File: src/rtl/core_types_pkg.sv
// Shared fetch-predictor types and sizing.
// Holds the upper-PC table geometry defaults, the update-outcome enum and the
// lowest-set-bit priority encoder used for first-match / first-free search.
package core_types_pkg;

  localparam int BTB_TARGET_WIDTH  = 11;
  localparam int UPCT_ENTRIES      = 8;
  localparam int LOG_UPCT_ENTRIES  = $clog2(UPCT_ENTRIES);
  localparam int UPPER_PC_WIDTH    = 32 - BTB_TARGET_WIDTH - 1;
  localparam int MAX_UPCT_ENTRIES  = 64;

  // How an update request chose its entry.
  typedef enum logic [1:0] {
    UPD_HIT   = 2'd0,  // value already present
    UPD_FILL  = 2'd1,  // miss, took the lowest invalid entry
    UPD_EVICT = 2'd2,  // miss, table full, took the PLRU victim
    UPD_FLUSH = 2'd3   // invalidate in same cycle: empty table, entry 0
  } upd_kind_e;

  // Index of the lowest set bit; 0 when the vector is empty (callers
  // check for an empty vector separately).
  function automatic logic [5:0] lowest_set(input logic [MAX_UPCT_ENTRIES-1:0] vec);
    logic [5:0] idx;
    idx = '0;
    for (int i = MAX_UPCT_ENTRIES - 1; i >= 0; i--) begin
      if (vec[i]) idx = 6'(i);
    end
    return idx;
  endfunction

endpackage

File: src/rtl/upct_plru_if.sv
// Request/response bundle of the upper-PC table.
// master: predictor/update side driving requests and receiving responses.
// slave : the table itself.
interface upct_plru_if #(
  parameter int UPCT_ENTRIES     = core_types_pkg::UPCT_ENTRIES,
  parameter int LOG_UPCT_ENTRIES = $clog2(UPCT_ENTRIES),
  parameter int UPPER_PC_WIDTH   = core_types_pkg::UPPER_PC_WIDTH
);
  logic                        read_valid_REQ;
  logic [LOG_UPCT_ENTRIES-1:0] read_index_REQ;
  logic [UPPER_PC_WIDTH-1:0]   read_upper_PC_RESP;
  logic                        update0_valid;
  logic [UPPER_PC_WIDTH-1:0]   update0_upper_PC;
  logic                        update1_valid;
  logic                        update1_hit;
  logic [LOG_UPCT_ENTRIES-1:0] update1_upper_PC_index;
  logic                        invalidate_all;

  modport master (
    output read_valid_REQ, read_index_REQ, update0_valid, update0_upper_PC, invalidate_all,
    input  read_upper_PC_RESP, update1_valid, update1_hit, update1_upper_PC_index
  );

  modport slave (
    input  read_valid_REQ, read_index_REQ, update0_valid, update0_upper_PC, invalidate_all,
    output read_upper_PC_RESP, update1_valid, update1_hit, update1_upper_PC_index
  );
endinterface

File: src/rtl/upct_plru_plru_updater.sv
// Combinational tree-PLRU helper.
// bits_in/touch_index -> bits_out : node bits after touching one leaf.
// bits_in             -> victim_index : leaf reached by following node bits.
// Nodes are stored heap-ordered: node n has children 2n+1 (lower) and 2n+2.
// A node bit of 0 points at the lower-index subtree.
module plru_updater #(
  parameter int NUM_ENTRIES = 8,
  parameter int LOG_ENTRIES = $clog2(NUM_ENTRIES)
) (
  input  logic [NUM_ENTRIES-2:0] bits_in,
  input  logic [LOG_ENTRIES-1:0] touch_index,
  output logic [NUM_ENTRIES-2:0] bits_out,
  output logic [LOG_ENTRIES-1:0] victim_index
);
  localparam int NODE_W = (NUM_ENTRIES > 2) ? $clog2(NUM_ENTRIES - 1) : 1;

  // Each node knows statically its level and position in that level, so it
  // can tell whether it sits on the path to the touched leaf.
  for (genvar gi = 0; gi < NUM_ENTRIES - 1; gi++) begin : g_node
    localparam int LVL = $clog2(gi + 2) - 1;
    localparam int POS = gi + 1 - (1 << LVL);
    logic on_path;
    assign on_path      = ((int'(touch_index) >> (LOG_ENTRIES - LVL)) == POS);
    assign bits_out[gi] = on_path ? ~touch_index[LOG_ENTRIES-1-LVL] : bits_in[gi];
  end

  logic [LOG_ENTRIES-1:0] victim_acc;
  logic                   step;
  int                     node;

  always_comb begin
    victim_acc = '0;
    step       = 1'b0;
    node       = 0;
    for (int lvl = 0; lvl < LOG_ENTRIES; lvl++) begin
      step       = bits_in[NODE_W'(node)];
      victim_acc = (victim_acc << 1) | LOG_ENTRIES'(step);
      node       = 2 * node + (step ? 2 : 1);
    end
  end

  assign victim_index = victim_acc;
endmodule

File: src/rtl/upct_plru.sv
// Upper-PC table with tree-PLRU replacement.
// CLK/nRST : clock, synchronous active-low reset.
// bus      : read-by-index (1-cycle), find-or-insert update (1-cycle
//            response), whole-table invalidate.
module upct_plru #(
  parameter int UPCT_ENTRIES     = core_types_pkg::UPCT_ENTRIES,
  parameter int LOG_UPCT_ENTRIES = $clog2(UPCT_ENTRIES),
  parameter int UPPER_PC_WIDTH   = core_types_pkg::UPPER_PC_WIDTH
) (
  input  logic       CLK,
  input  logic       nRST,
  upct_plru_if.slave bus
);
  import core_types_pkg::*;

  localparam int N = UPCT_ENTRIES;

  logic [UPPER_PC_WIDTH-1:0]   upper_pc_q [N];
  logic [UPPER_PC_WIDTH-1:0]   upper_pc_d [N];
  logic [N-1:0]                valid_q, valid_d;
  logic [N-2:0]                plru_q, plru_d;
  logic [UPPER_PC_WIDTH-1:0]   read_resp_q, read_resp_d;
  logic                        upd_valid_q, upd_valid_d;
  logic                        upd_hit_q, upd_hit_d;
  logic [LOG_UPCT_ENTRIES-1:0] upd_index_q, upd_index_d;

  logic [N-1:0]                match_vec, entry_write;
  logic [N-2:0]                plru_rd_touched, plru_after_read, plru_upd_touched;
  logic [LOG_UPCT_ENTRIES-1:0] victim_idx, upd_victim_unused, upd_sel;
  upd_kind_e                   upd_kind;

  // The victim comes from the state at the start of the cycle, so a read in
  // the same cycle cannot steer the replacement away from its own entry.
  plru_updater #(.NUM_ENTRIES(N)) u_read_touch (
    .bits_in      (plru_q),
    .touch_index  (bus.read_index_REQ),
    .bits_out     (plru_rd_touched),
    .victim_index (victim_idx)
  );

  // Invalidate discards the read touch and restarts from all-zero bits.
  assign plru_after_read = bus.invalidate_all ? '0 :
                           bus.read_valid_REQ ? plru_rd_touched : plru_q;

  plru_updater #(.NUM_ENTRIES(N)) u_update_touch (
    .bits_in      (plru_after_read),
    .touch_index  (upd_sel),
    .bits_out     (plru_upd_touched),
    .victim_index (upd_victim_unused)
  );

  always_comb begin
    upd_kind = UPD_EVICT;
    upd_sel  = victim_idx;
    if (bus.invalidate_all) begin
      upd_kind = UPD_FLUSH;
      upd_sel  = '0;
    end else if (|match_vec) begin
      upd_kind = UPD_HIT;
      upd_sel  = LOG_UPCT_ENTRIES'(lowest_set(MAX_UPCT_ENTRIES'(match_vec)));
    end else if (~&valid_q) begin
      upd_kind = UPD_FILL;
      upd_sel  = LOG_UPCT_ENTRIES'(lowest_set(MAX_UPCT_ENTRIES'(~valid_q)));
    end
  end

  for (genvar gi = 0; gi < N; gi++) begin : g_entry
    assign match_vec[gi]   = valid_q[gi] && (upper_pc_q[gi] == bus.update0_upper_PC);
    assign entry_write[gi] = bus.update0_valid && (upd_kind != UPD_HIT) &&
                             (upd_sel == LOG_UPCT_ENTRIES'(gi));
    assign upper_pc_d[gi]  = entry_write[gi] ? bus.update0_upper_PC : upper_pc_q[gi];
    assign valid_d[gi]     = entry_write[gi] || (valid_q[gi] && !bus.invalidate_all);

    always_ff @(posedge CLK) begin
      if (!nRST) upper_pc_q[gi] <= '0;
      else       upper_pc_q[gi] <= upper_pc_d[gi];
    end
  end

  always_comb begin
    plru_d      = plru_after_read;
    read_resp_d = read_resp_q;
    upd_valid_d = bus.update0_valid;
    upd_hit_d   = upd_hit_q;
    upd_index_d = upd_index_q;
    // The read sees the pre-write value even if the update writes that entry.
    if (bus.read_valid_REQ) read_resp_d = upper_pc_q[bus.read_index_REQ];
    if (bus.update0_valid) begin
      plru_d      = plru_upd_touched;
      upd_hit_d   = (upd_kind == UPD_HIT);
      upd_index_d = upd_sel;
    end
  end

  always_ff @(posedge CLK) begin
    if (!nRST) begin
      valid_q     <= '0;
      plru_q      <= '0;
      read_resp_q <= '0;
      upd_valid_q <= 1'b0;
      upd_hit_q   <= 1'b0;
      upd_index_q <= '0;
    end else begin
      valid_q     <= valid_d;
      plru_q      <= plru_d;
      read_resp_q <= read_resp_d;
      upd_valid_q <= upd_valid_d;
      upd_hit_q   <= upd_hit_d;
      upd_index_q <= upd_index_d;
    end
  end

  assign bus.read_upper_PC_RESP     = read_resp_q;
  assign bus.update1_valid          = upd_valid_q;
  assign bus.update1_hit            = upd_hit_q;
  assign bus.update1_upper_PC_index = upd_index_q;
endmodule
File: src/flat_wrapper.sv
// flat-port wrapper written by rule: the top's interface ports become plain ports
module upct_plru_flat import core_types_pkg::*;
#(
  parameter int UPCT_ENTRIES     = core_types_pkg::UPCT_ENTRIES,
  parameter int LOG_UPCT_ENTRIES = $clog2(UPCT_ENTRIES),
  parameter int UPPER_PC_WIDTH   = core_types_pkg::UPPER_PC_WIDTH
)
  (CLK, nRST, bus_read_valid_REQ, bus_read_index_REQ, bus_update0_valid, bus_update0_upper_PC, bus_invalidate_all, bus_read_upper_PC_RESP, bus_update1_valid, bus_update1_hit, bus_update1_upper_PC_index);
  upct_plru_if #(.UPCT_ENTRIES(UPCT_ENTRIES), .LOG_UPCT_ENTRIES(LOG_UPCT_ENTRIES), .UPPER_PC_WIDTH(UPPER_PC_WIDTH)) bus_i ();
  input  logic CLK;
  input  logic nRST;
  input wire logic [$bits(bus_i.read_valid_REQ)-1:0] bus_read_valid_REQ;
  input wire logic [$bits(bus_i.read_index_REQ)-1:0] bus_read_index_REQ;
  input wire logic [$bits(bus_i.update0_valid)-1:0] bus_update0_valid;
  input wire logic [$bits(bus_i.update0_upper_PC)-1:0] bus_update0_upper_PC;
  input wire logic [$bits(bus_i.invalidate_all)-1:0] bus_invalidate_all;
  output wire logic [$bits(bus_i.read_upper_PC_RESP)-1:0] bus_read_upper_PC_RESP;
  output wire logic [$bits(bus_i.update1_valid)-1:0] bus_update1_valid;
  output wire logic [$bits(bus_i.update1_hit)-1:0] bus_update1_hit;
  output wire logic [$bits(bus_i.update1_upper_PC_index)-1:0] bus_update1_upper_PC_index;
  assign bus_i.read_valid_REQ = bus_read_valid_REQ;
  assign bus_i.read_index_REQ = bus_read_index_REQ;
  assign bus_i.update0_valid = bus_update0_valid;
  assign bus_i.update0_upper_PC = bus_update0_upper_PC;
  assign bus_i.invalidate_all = bus_invalidate_all;
  assign bus_read_upper_PC_RESP = bus_i.read_upper_PC_RESP;
  assign bus_update1_valid = bus_i.update1_valid;
  assign bus_update1_hit = bus_i.update1_hit;
  assign bus_update1_upper_PC_index = bus_i.update1_upper_PC_index;
  upct_plru #(.UPCT_ENTRIES(UPCT_ENTRIES), .LOG_UPCT_ENTRIES(LOG_UPCT_ENTRIES), .UPPER_PC_WIDTH(UPPER_PC_WIDTH)) u_core (.CLK(CLK), .nRST(nRST), .bus(bus_i));
endmodule
File: config.mk
export PLATFORM = sky130hd
export DESIGN_NAME = upct_plru_flat
export DESIGN_NICKNAME = d
export VERILOG_FILES = /design/src/rtl/core_types_pkg.sv /design/src/rtl/upct_plru_if.sv /design/src/rtl/upct_plru_plru_updater.sv /design/src/rtl/upct_plru.sv /design/src/flat_wrapper.sv
export SDC_FILE = /design/constraint.sdc
export NUM_CORES = 1
export LEC_CHECK = 0
export CAP_MARGIN = 20
export CORE_ASPECT_RATIO = 0.5
export CORE_UTILIZATION = 61
export DETAILED_ROUTE_END_ITERATION = 12
export PLACE_DENSITY_LB_ADDON = 0.12
export RECOVER_POWER = 50
export REMOVE_ABC_BUFFERS = 1
export SYNTH_ARGS = -nofsm -noshare
export SYNTH_HDL_FRONTEND = slang
export SYNTH_SLANG_ARGS = --single-unit
File: constraint.sdc
create_clock -name CLK -period 3.9 [get_ports CLK]
set_input_delay 0.585 -clock CLK [delete_from_list [all_inputs] [get_ports CLK]]
set_output_delay 0.585 -clock CLK [all_outputs]
set_load 0.02 [all_outputs]
==> results of run 1 <==
## cells by family (layout without fill, tap and decap cells)
kind of cell / count (synthesis) / after routing
compound gates: 60 / 60
xor+xnor: 160 / 160
buf+inv: 85 / 181
flops: 200 / 200
mux: 224 / 224
simple gates: 330 / 330
## metal layers
metal / share of wire (%) / GRT usage (%) / vias up
li1: - / - / 3846
met1: 45 / 51.6 / 4187
met2: 42 / 52.8 / 442
met3: 12 / 10.8 / 56
met4: 1.8 / 10.3 / 0
met5: 0 / 0 / -
## synthesized netlist by cell type, types with 2 or more instances
cell / n
a21boi_0: 5
a21oi_1: 6
and2_1: 7
and3_1: 8
buf_1: 6
buf_12: 2
buf_2: 6
buf_4: 8
buf_6: 18
buf_8: 2
clkbuf_1: 38
dfxtp_1: 200
inv_1: 4
mux2i_1: 184
mux4_2: 40
nand2_1: 214
nand2b_1: 2
nand3_1: 8
nand4_1: 29
nor2_1: 8
nor2_2: 2
nor2_4: 5
nor2b_1: 9
nor3_1: 6
nor4_1: 20
o211a_1: 20
o211ai_1: 5
o21a_1: 9
o21ai_0: 5
xnor2_1: 102
xor2_1: 58
## timing repair
| action | CTS | global route |
|---|---|---|
| setup buffers | 0 | 0 |
| setup endpoints to repair | 13 | 0 |
| hold endpoints to repair | 0 | 0 |
| resized for setup | 1 | 0 |
## worst max path at each step
stage                                                        to  cells past startpoint
final                      u_core.upper_pc_q[4][8]$_SDFFE_PN0P_                     11
after global routing      u_core.upper_pc_q[2][19]$_SDFFE_PN0P_                     13
after CTS                 u_core.upper_pc_q[5][14]$_SDFFE_PN0P_                     12
after detailed placement   u_core.upper_pc_q[1][8]$_SDFFE_PN0P_                     12
after global placement     u_core.upper_pc_q[7][9]$_SDFFE_PN0P_                     12
after floorplan            u_core.upper_pc_q[2][0]$_SDFFE_PN0P_                      9
## placed cells by master (no fill, tap or decap), types with 2 or more instances in the layout
| cell | Yosys | final |
|---|---|---|
| nand2_1 | 214 | 214 |
| dfxtp_1 | 200 | 200 |
| mux2i_1 | 184 | 184 |
| xnor2_1 | 102 | 102 |
| buf_4 | 8 | 74 |
| xor2_1 | 58 | 58 |
| mux4_2 | 40 | 40 |
| nand4_1 | 29 | 29 |
| dlygate4sd3_1 | 0 | 25 |
| clkdlybuf4s50_1 | 0 | 23 |
| o211a_1 | 20 | 20 |
| nor4_1 | 20 | 19 |
| clkbuf_16 | 0 | 17 |
| buf_12 | 2 | 14 |
| nor2_1 | 8 | 10 |
| nor2b_1 | 9 | 9 |
| o21a_1 | 9 | 9 |
| nand3_1 | 8 | 8 |
| and3_1 | 8 | 8 |
| and2_1 | 7 | 7 |
| nor3_1 | 6 | 6 |
| a21oi_1 | 6 | 6 |
| o21ai_0 | 5 | 5 |
| o211ai_1 | 5 | 5 |
| a21boi_0 | 5 | 5 |
| nor2_4 | 5 | 5 |
| inv_1 | 4 | 4 |
| clkinv_4 | 0 | 4 |
| inv_6 | 0 | 4 |
| buf_2 | 6 | 3 |
| nand2b_1 | 2 | 2 |
| bufinv_16 | 0 | 2 |
| clkinvlp_4 | 0 | 2 |
| clkinv_2 | 0 | 2 |
| clkbuf_1 | 38 | 2 |
| clkbuf_2 | 1 | 2 |
## power groups by stage
stage	logic [mW]	clock network (mW)	registers (mW)
floorplan	0.210	0	2.16
global placement	0.520	0	2.15
detailed placement	0.526	0	2.15
CTS	0.532	1.82	2.10
global route	0.564	1.91	2.11
finish	0.537	1.82	2.11
## area by class of cell
type / count / area share, %
sequential: 200 / 32.1
clock buffer: 17 / 3.41
clock inverter: 15 / 1.34
tap: 227 / 2.28
timing repair buffer: 145 / 11.0
inverter: 4 / 0.120
multi-input combinational: 774 / 49.7
## flip-flops by register name, indices dropped and copies added (netlist names)
name / flops
u_core.bus.update1_hit: 1
u_core.bus.read_upper_PC_RESP: 20
u_core.plru_q: 7
u_core.upper_pc_q: 160
u_core.bus.update1_valid: 1
u_core.bus.update1_upper_PC_index: 3
u_core.valid_q: 8
## critical path, cell delays in order
cell and delay [ns]:
clkdlybuf4s50_1 0.54, buf_4 0.23, xor2_1 0.17, nor4_2 0.55, nand4_1 0.32, or2_4 0.36, o211a_2 0.27, a211oi_4 0.38
or2_2 0.19, clkbuf_4 0.41, mux2i_1 0.26
## stage by stage
| step | hold WS, ns | power [mW] |
|---|---|---|
| floorplan | 0.456 | 2.37 |
| global placement | 0.459 | 2.67 |
| detailed placement | 0.469 | 2.68 |
| CTS | 0.483 | 4.46 |
| global route | 0.494 | 4.58 |
| finish | 0.475 | 4.46 |
==> run_results.csv, run 1 <==
group,metric,value,unit
run_status,status,"finished, violations left",
run_status,violations,"max-capacitance violations, max-slew violations, negative setup slack",
logic_synthesis,synthSimpleGateAreaFrac,14.4,%
floorplanning,dieArea,18200,um^2
logic_synthesis,synth.area.mux_share,25.5,%
clocking,clk_pin_slew_worst_paths,0.07,ns
sta,timing.final.crit_share,101,%
clocking,insertion_delay,0.45,ns
clocking,cts_tree,"done",
power_and_ir_drop,total_leakage_power,4.88,nW
floorplanning,num_rows,33,
power_and_ir_drop,p_int,3.26,mW
logic_synthesis,synth_edf_count,0,
drt,drc_errors,0,
worst_setup_path,path_max_fanout,15,
clocking,cts_made_buffers,17,
logic_synthesis,synth_top_family_by_area,"multiplexers",
clocking,cts_max_path_buffers,2,
floorplanning,start_util,64.0,%
logic_synthesis,synth_compound_area_share,4.78,%
placed_design,placement.cell_area,11900,um^2
clocking,ctsHtreeMaxLevel,4,
placed_design,dp.cells,1350,
worst_setup_path,cp-start-kind,"primary input",
clocking,cts_sinks,200,
min_path,hold_path.class,"reg2reg",
sta,fin_crit,3.92,ns
worst_setup_path,worstSetupEndpointType,"register",
min_path,hold_depth,1,
logic_synthesis,yosys.cell_types.count,54,
sta,hold_viol,0,
sta,slew_violations,57,
sta,fmax,255,MHz
final_layout,n_fill_cell,1180,
run,maxCapViolations,1,
final_layout,n_antenna_cell,0,
power_and_ir_drop,max-vdd-ir-drop,0.316,mV
logic_synthesis,ys.flop_type,"dfxtp_1",
clocking,cts_hold_buf,0,
worst_setup_path,rrSetupSlack,0.55,ns
floorplanning,die_w,190,um
global_routing,grt_max_degree,74,
logic_synthesis,async_flop_share,0,%
worst_setup_path,cp_data_arrival_time,4.29,ns
logic_synthesis,postSynthAreaPerCell,10.2,um^2
global_routing,grt_pass1_wl,48.6,mm
sta,setup_slack,-0.0221,ns
drt,postRouteAntennaNets,0,
placed_design,place_congestion,0.975,
power_and_ir_drop,comb_power_share,12.0,%
drt,finalWirelength,31.5,mm
worst_setup_path,r2r-end,"u_core.upper_pc_q[4][8]$_SDFFE_PN0P_",
worst_setup_path,crit_required,4.27,ns
sta,setup_tns,-0.0303,ns
sta,finClkSkew,0.0158,ns
logic_synthesis,synth_xor_area_share,13.0,%
logic_synthesis,synth_top_area_share,37.2,%
sta,tightest_slew,2.74,ns
logic_synthesis,syn_inst,1059,
placed_design,portBuffers,52,
global_routing,antenna_found_initial,0,
worst_setup_path,r2r-start,"u_core.upper_pc_q[3][3]$_SDFFE_PN0P_",
final_layout,final_util,74.2,%
global_routing,grt-ovfl-total,0,
logic_synthesis,synth_warnings,0,
worst_setup_path,reg2reg_depth,11,
power_and_ir_drop,switchingPower,1.20,mW
logic_synthesis,synthAdderAreaFrac,0,%
drt,vias,8531,
final_layout,final-seq-area,4000,um^2
worst_setup_path,crit_type,"in2reg",
final_layout,areaGrowthSynthToFinish,15.8,%
logic_synthesis,yosysSeqAreaShare,37.2,%
sta,slew_headroom,-82.6,%
floorplanning,die-height,95.9,um
final_layout,multi_input_area,6200,um^2
floorplanning,pin_count,53,
logic_synthesis,synth-seq-cells,200,
logic_synthesis,synth_area,10800,um^2
min_path,min_to,"u_core.bus.read_upper_PC_RESP[7]$_SDFFE_PN0P_",
global_routing,grt_pass1_vias,8203,
floorplanning,coreArea,16800,um^2
power_and_ir_drop,swShare,27.0,%
power_and_ir_drop,powerDensity,358,nW/um^2
placed_design,dp_slack,-0.395,ns
final_layout,final_cell_count_no_fill,1382,
sta,rsz0062_at_grt,"false",
final_layout,drive_above_1_share,16.0,%
drt,first_pass_iters,5,
logic_synthesis,synthTopCellsByArea,"dfxtp_1 (37%), mux2i_1 (17%), mux4_2 (8.4%), xnor2_1 (8.3%), nand2_1 (7.5%)",
power_and_ir_drop,clockPowerShare,40.8,%
drt,avgRoutedWirePerCell,22.8,um
worst_setup_path,crit_start,"bus_update0_upper_PC[6]",
min_path,hold_start,"u_core.bus.read_upper_PC_RESP[7]$_SDFFE_PN0P_",
global_routing,grt_usage,36.2,%
drt,drtIter0Drc,939,
drt,via_per_inst,6.17,
power_and_ir_drop,p_seq_share,47.2,%
final_layout,finalInstanceArea,12500,um^2
clocking,cts_root_buf,"clkbuf_16",
sta,setup_violations,3,
placed_design,dp_hpwl,22.6,mm
final_layout,layout.nets,1170,
logic_synthesis,synth_area_leader_cell,"dfxtp_1",
(Power assumes the default switching activity.)
==> run 2, diff against run 1 <==
CORE_UTILIZATION = 64   (was 61)
DONT_BUFFER_PORTS = 1   (was default)
==> run_results.csv, run 2 (synthesis results as in run 1) <==
group,metric,value,unit
floorplanning,dieArea,17400,um^2
drt,vias,8034,
worst_setup_path,cpPeakStageDelay,0.61,ns
floorplanning,pin_count,53,
drt,avgRoutedWirePerCell,24.0,um
worst_setup_path,cp.depth,10,
floorplanning,die_w,185,um
sta,timing.hold.ws,0.258,ns
clocking,cts_made_buffers,17,
floorplanning,num_rows,33,
power_and_ir_drop,max-vdd-ir-drop,0.327,mV
clocking,clk_pin_slew_worst_paths,0.08,ns
worst_setup_path,worstPathCellList,"xor2_1, nor4_1, nand4_1, or2_0, o211a_4, a211oi_4, nand2_4, nor2_4, clkbuf_2, mux2i_1",
drt,postRouteAntennaNets,0,
min_path,hold_start,"bus_update0_valid",
clocking,cts_hold_buf,0,
placed_design,dp.cells,1221,
final_layout,layout.nets,1041,
global_routing,grt_usage,35.9,%
final_layout,largest_reg_flops,160,
final_layout,layout_commonest_cell,"nand2_1",
run,maxCapViolations,0,
drt,drtIter0Drc,946,
worst_setup_path,path_max_fanout,8,
worst_setup_path,r2r-end,"u_core.upper_pc_q[5][16]$_SDFFE_PN0P_",
final_layout,n_antenna_cell,0,
final_layout,final_util,68.8,%
worst_setup_path,cp_data_arrival_time,4.05,ns
min_path,hold_path.class,"in2reg",
sta,finClkSkew,0.0184,ns
clocking,cts_sinks,200,
final_layout,final_cell_count_no_fill,1253,
final_layout,finalInstanceArea,11300,um^2
worst_setup_path,cpLargestDelayFamily,"simple AND/OR/NAND/NOR gates",
power_and_ir_drop,powerDensity,377,nW/um^2
min_path,hold_depth,1,
worst_setup_path,reg2reg_depth,10,
sta,fin_crit,3.68,ns
global_routing,grt_max_degree,221,
floorplanning,coreArea,16400,um^2
placed_design,place_congestion,0.984,
sta,fmax,272,MHz
sta,slew_headroom,53.1,%
clocking,cts_root_buf,"clkbuf_16",
sta,hold_viol,0,
worst_setup_path,critPathBufInv,1,
clocking,cts_tree,"done",
global_routing,grt_pass1_vias,7481,
final_layout,layout_common_cells,"nand2_1 (214), dfxtp_1 (200), mux2i_1 (184), xnor2_1 (102), xor2_1 (58)",
sta,setup_violations,0,
clocking,postCtsResizedCells,0,
drt,drc_errors,0,
sta,setup_tns,0,ns
sta,slew_violations,0,
global_routing,grt_pass1_wl,45.3,mm
clocking,cts_max_path_buffers,2,
sta,rsz0062_at_grt,"false",
clocking,insertion_delay,0.45,ns
final_layout,areaGrowthSynthToFinish,4.86,%
clocking,ctsHtreeMaxLevel,4,
worst_setup_path,r2r-start,"u_core.upper_pc_q[5][6]$_SDFFE_PN0P_",
worst_setup_path,rrSetupSlack,0.22,ns
global_routing,antenna_found_initial,4,
min_path,min_to,"u_core.bus.update1_valid$_SDFF_PN0_",
clocking,cts_setup_buffers,0,
drt,first_pass_iters,6,
placed_design,portBuffers,0,
power_and_ir_drop,total_leakage_power,4.21,nW
sta,timing.final.crit_share,94.4,%
drt,via_per_inst,6.41,
placed_design,dp_hpwl,20.4,mm
worst_setup_path,crit_type,"reg2reg",
run_status,status,"completed",
floorplanning,die-height,93.7,um
floorplanning,start_util,65.7,%
sta,tightest_slew,0.698,ns
worst_setup_path,worstSetupEndpointType,"register",
global_routing,grt-ovfl-total,0,
placed_design,placement.cell_area,10700,um^2
drt,finalWirelength,30.0,mm
worst_setup_path,cpMaxStageDelayCell,"nor4_1",
worst_setup_path,crit_required,4.27,ns
final_layout,drive_above_1_share,10.0,%
worst_setup_path,cp-start-kind,"register",
final_layout,regMostFlops,"u_core.upper_pc_q",
==> run 2: cell types whose count changed in the layout (fill, tap and decap cells not counted), moves of 3 or more <==
cell,previous run,this run
clkdlybuf4s50_1,23,0
clkinv_4,4,1
dlygate4sd3_1,25,0
buf_12,14,6
buf_2,3,0
buf_4,74,8
==> run 2: routing by layer <==
layer,global-route usage [%],routed length [um]
met4,11.4,574
met1,51.0,13200
met2,51.0,12500
met5,0,32
met3,12.1,3680
==> run 2: final cells by class <==
type                            instances  area, um^2
Multi-Input combinational cell        774        6190
Fill cell                            1234        5110
Sequential cell                       200        4000
Clock buffer                           19         443
Tap cell                              227         284
Timing Repair Buffer                   16         190
Clock inverter                         13         156
Inverter                                4        15.0
==> run 2: through the flow <==
step,total power [mW],setup slack [ns]
after floorplan,2.37,0.697
after global placement,2.45,0.417
after detailed placement,2.46,0.259
after CTS,4.25,0.489
after global routing,4.36,0.145
final,4.26,0.217
==> run 2: worst reg2reg max path, stage by stage (launching register included) <==
cell and delay [ns]:
dfxtp_1 0.34, xor2_1 0.19, nor4_1 0.61, nand4_1 0.35
or2_0 0.40, o211a_4 0.27, a211oi_4 0.52, nand2_4 0.19
nor2_4 0.15, clkbuf_2 0.34, mux2i_1 0.25
==> run 2: how the worst max path moves through the flow <==
stage | startpoint | to | slack, ns
2_1_floorplan | bus_update0_upper_PC[14] | u_core.upper_pc_q[2][0]$_SDFFE_PN0P_ | 0.70
3_3_place_gp | bus_update0_upper_PC[6] | u_core.upper_pc_q[5][9]$_SDFFE_PN0P_ | 0.42
3_5_place_dp | bus_update0_upper_PC[6] | u_core.upper_pc_q[1][1]$_SDFFE_PN0P_ | 0.26
4_1_cts | u_core.upper_pc_q[5][6]$_SDFFE_PN0P_ | u_core.upper_pc_q[1][8]$_SDFFE_PN0P_ | 0.49
5_1_grt | u_core.upper_pc_q[5][11]$_SDFFE_PN0P_ | u_core.upper_pc_q[5][8]$_SDFFE_PN0P_ | 0.15
6_report | u_core.upper_pc_q[5][6]$_SDFFE_PN0P_ | u_core.upper_pc_q[5][16]$_SDFFE_PN0P_ | 0.22
==> run 2: where the power goes <==
part	switching [mW]	internal [mW]
clock	0.902	0.935
sequential	0.0461	2.08
combinational	0.155	0.142
==> run 3, diff against run 2 <==
CTS_BUF_LIST = sky130_fd_sc_hd__clkbuf_16   (was default)
==> run_results.csv, run 3 (synthesis results as in run 1) <==
group,metric,value,unit
floorplanning,start_util,65.7,%
drt,via_per_inst,6.40,
worst_setup_path,worstPathCellList,"xor2_1, nor4_1, nand4_1, or2_0, o211a_4, a211oi_4, nand2_4, nor2_4, clkbuf_2, mux2i_1",
final_layout,drive_above_1_share,9.94,%
drt,avgRoutedWirePerCell,24.0,um
placed_design,placement.cell_area,10700,um^2
placed_design,place_congestion,0.984,
final_layout,largest_reg_flops,160,
clocking,cts_setup_buffers,0,
drt,finalWirelength,30.1,mm
sta,finClkSkew,0.0172,ns
clocking,cts_max_path_buffers,2,
worst_setup_path,cpPeakStageDelay,0.58,ns
floorplanning,dieArea,17400,um^2
clocking,cts_tree,"done",
global_routing,grt_max_degree,221,
placed_design,dp_slack,0.259,ns
final_layout,regMostFlops,"u_core.upper_pc_q",
clocking,cts_hold_buf,0,
worst_setup_path,cp_data_arrival_time,4.01,ns
min_path,hold_path.class,"in2reg",
placed_design,dp_hpwl,20.4,mm
sta,slew_violations,0,
final_layout,final_cell_count_no_fill,1253,
global_routing,grt-ovfl-total,0,
placed_design,portBuffers,0,
worst_setup_path,crit_required,4.27,ns
final_layout,finalInstanceArea,11300,um^2
floorplanning,die-height,93.7,um
floorplanning,coreArea,16400,um^2
power_and_ir_drop,max-vdd-ir-drop,0.331,mV
floorplanning,num_rows,33,
sta,tightest_slew,0.692,ns
sta,slew_headroom,53.5,%
clocking,cts_sinks,200,
clocking,cts_made_buffers,17,
run,maxCapViolations,0,
sta,rsz0062_at_grt,"false",
sta,fmax,275,MHz
final_layout,layout.nets,1041,
sta,setup_violations,0,
drt,drc_errors,0,
sta,setup_tns,0,ns
global_routing,grt_pass1_vias,7493,
sta,timing.final.crit_share,93.1,%
worst_setup_path,cp-start-kind,"register",
clocking,clk_pin_slew_worst_paths,0.08,ns
floorplanning,die_w,185,um
clocking,cts_root_buf,"clkbuf_16",
clocking,postCtsResizedCells,0,
power_and_ir_drop,power,4.23,mW
final_layout,n_antenna_cell,0,
worst_setup_path,cpMaxStageDelayCell,"nor4_1",
drt,first_pass_iters,7,
clocking,ctsHtreeMaxLevel,4,
drt,drtIter0Drc,959,
power_and_ir_drop,total_leakage_power,4.21,nW
run_status,status,"completed",
placed_design,dp.cells,1221,
worst_setup_path,path_max_fanout,8,
sta,fin_crit,3.63,ns
final_layout,areaGrowthSynthToFinish,4.77,%
drt,vias,8014,
worst_setup_path,crit_type,"reg2reg",
floorplanning,pin_count,53,
global_routing,grt_usage,35.9,%
sta,setup_slack,0.269,ns
global_routing,grt_pass1_wl,45.3,mm
sta,hold_viol,0,
clocking,insertion_delay,0.45,ns
drt,postRouteAntennaNets,0,
power_and_ir_drop,powerDensity,375,nW/um^2
final_layout,layout_common_cells,"nand2_1 (214), dfxtp_1 (200), mux2i_1 (184), xnor2_1 (102), xor2_1 (58)",
global_routing,antenna_found_initial,3,
final_layout,layout_commonest_cell,"nand2_1",
worst_setup_path,worstSetupEndpointType,"register",
## run 3: changes by cell type in the layout (fill, tap and decap cells not counted), sizes merged
cell and change:
clkinv +1, inv +1, clkbuf -2
## run 3: path summary, 6_finish.rpt
path	slack, ns	endpoint	depth (start not counted)	startpoint
max	0.27	u_core.upper_pc_q[5][8]$_SDFFE_PN0P_	10	u_core.upper_pc_q[5][6]$_SDFFE_PN0P_
min	0.25	u_core.bus.update1_valid$_SDFF_PN0_	1	bus_update0_valid
min reg2reg	0.49	u_core.upper_pc_q[5][14]$_SDFFE_PN0P_	2	u_core.upper_pc_q[5][14]$_SDFFE_PN0P_
max reg2reg	0.27	u_core.upper_pc_q[5][8]$_SDFFE_PN0P_	10	u_core.upper_pc_q[5][6]$_SDFFE_PN0P_
## run 3: per-stage QoR
| stage | utilization [%] | hold slack [ns] |
|---|---|---|
| after global routing | 68.8 | 0.252 |
| after global placement | 65.3 | 0.465 |
| after detailed placement | 65.3 | 0.475 |
| final | 68.8 | 0.254 |
| after floorplan | - | 0.456 |
| after CTS | 68.9 | 0.249 |
## run 3: metal layers
metal	wire length, um	track usage (%)	share of wire (%)
met1	13100	51.1	44
met5	67	0	0.22
met3	3720	12.0	12
met4	615	11.3	2.0
met2	12600	50.8	42
## run 3: final cells by class
type	count	area [um^2]
Multi-Input combinational cell	774	6190
Fill cell	1239	5120
Sequential cell	200	4000
Clock buffer	17	425
Tap cell	227	284
Timing Repair Buffer	16	190
Clock inverter	15	164
Inverter	4	15.0
## run 3: worst max-delay path, delay by kind of cell (launching register included)
family	cells	cell delay, ns
compound gates	2	0.78
xor+xnor	1	0.19
buf+inv	1	0.34
flops	1	0.34
mux	1	0.23
simple gates	5	1.66
## run 3: report_power, final
part / switching (mW) / total, mW / internal, mW
clock: 0.900 / 1.81 / 0.913
combinational: 0.155 / 0.296 / 0.142
sequential: 0.0460 / 2.12 / 2.08
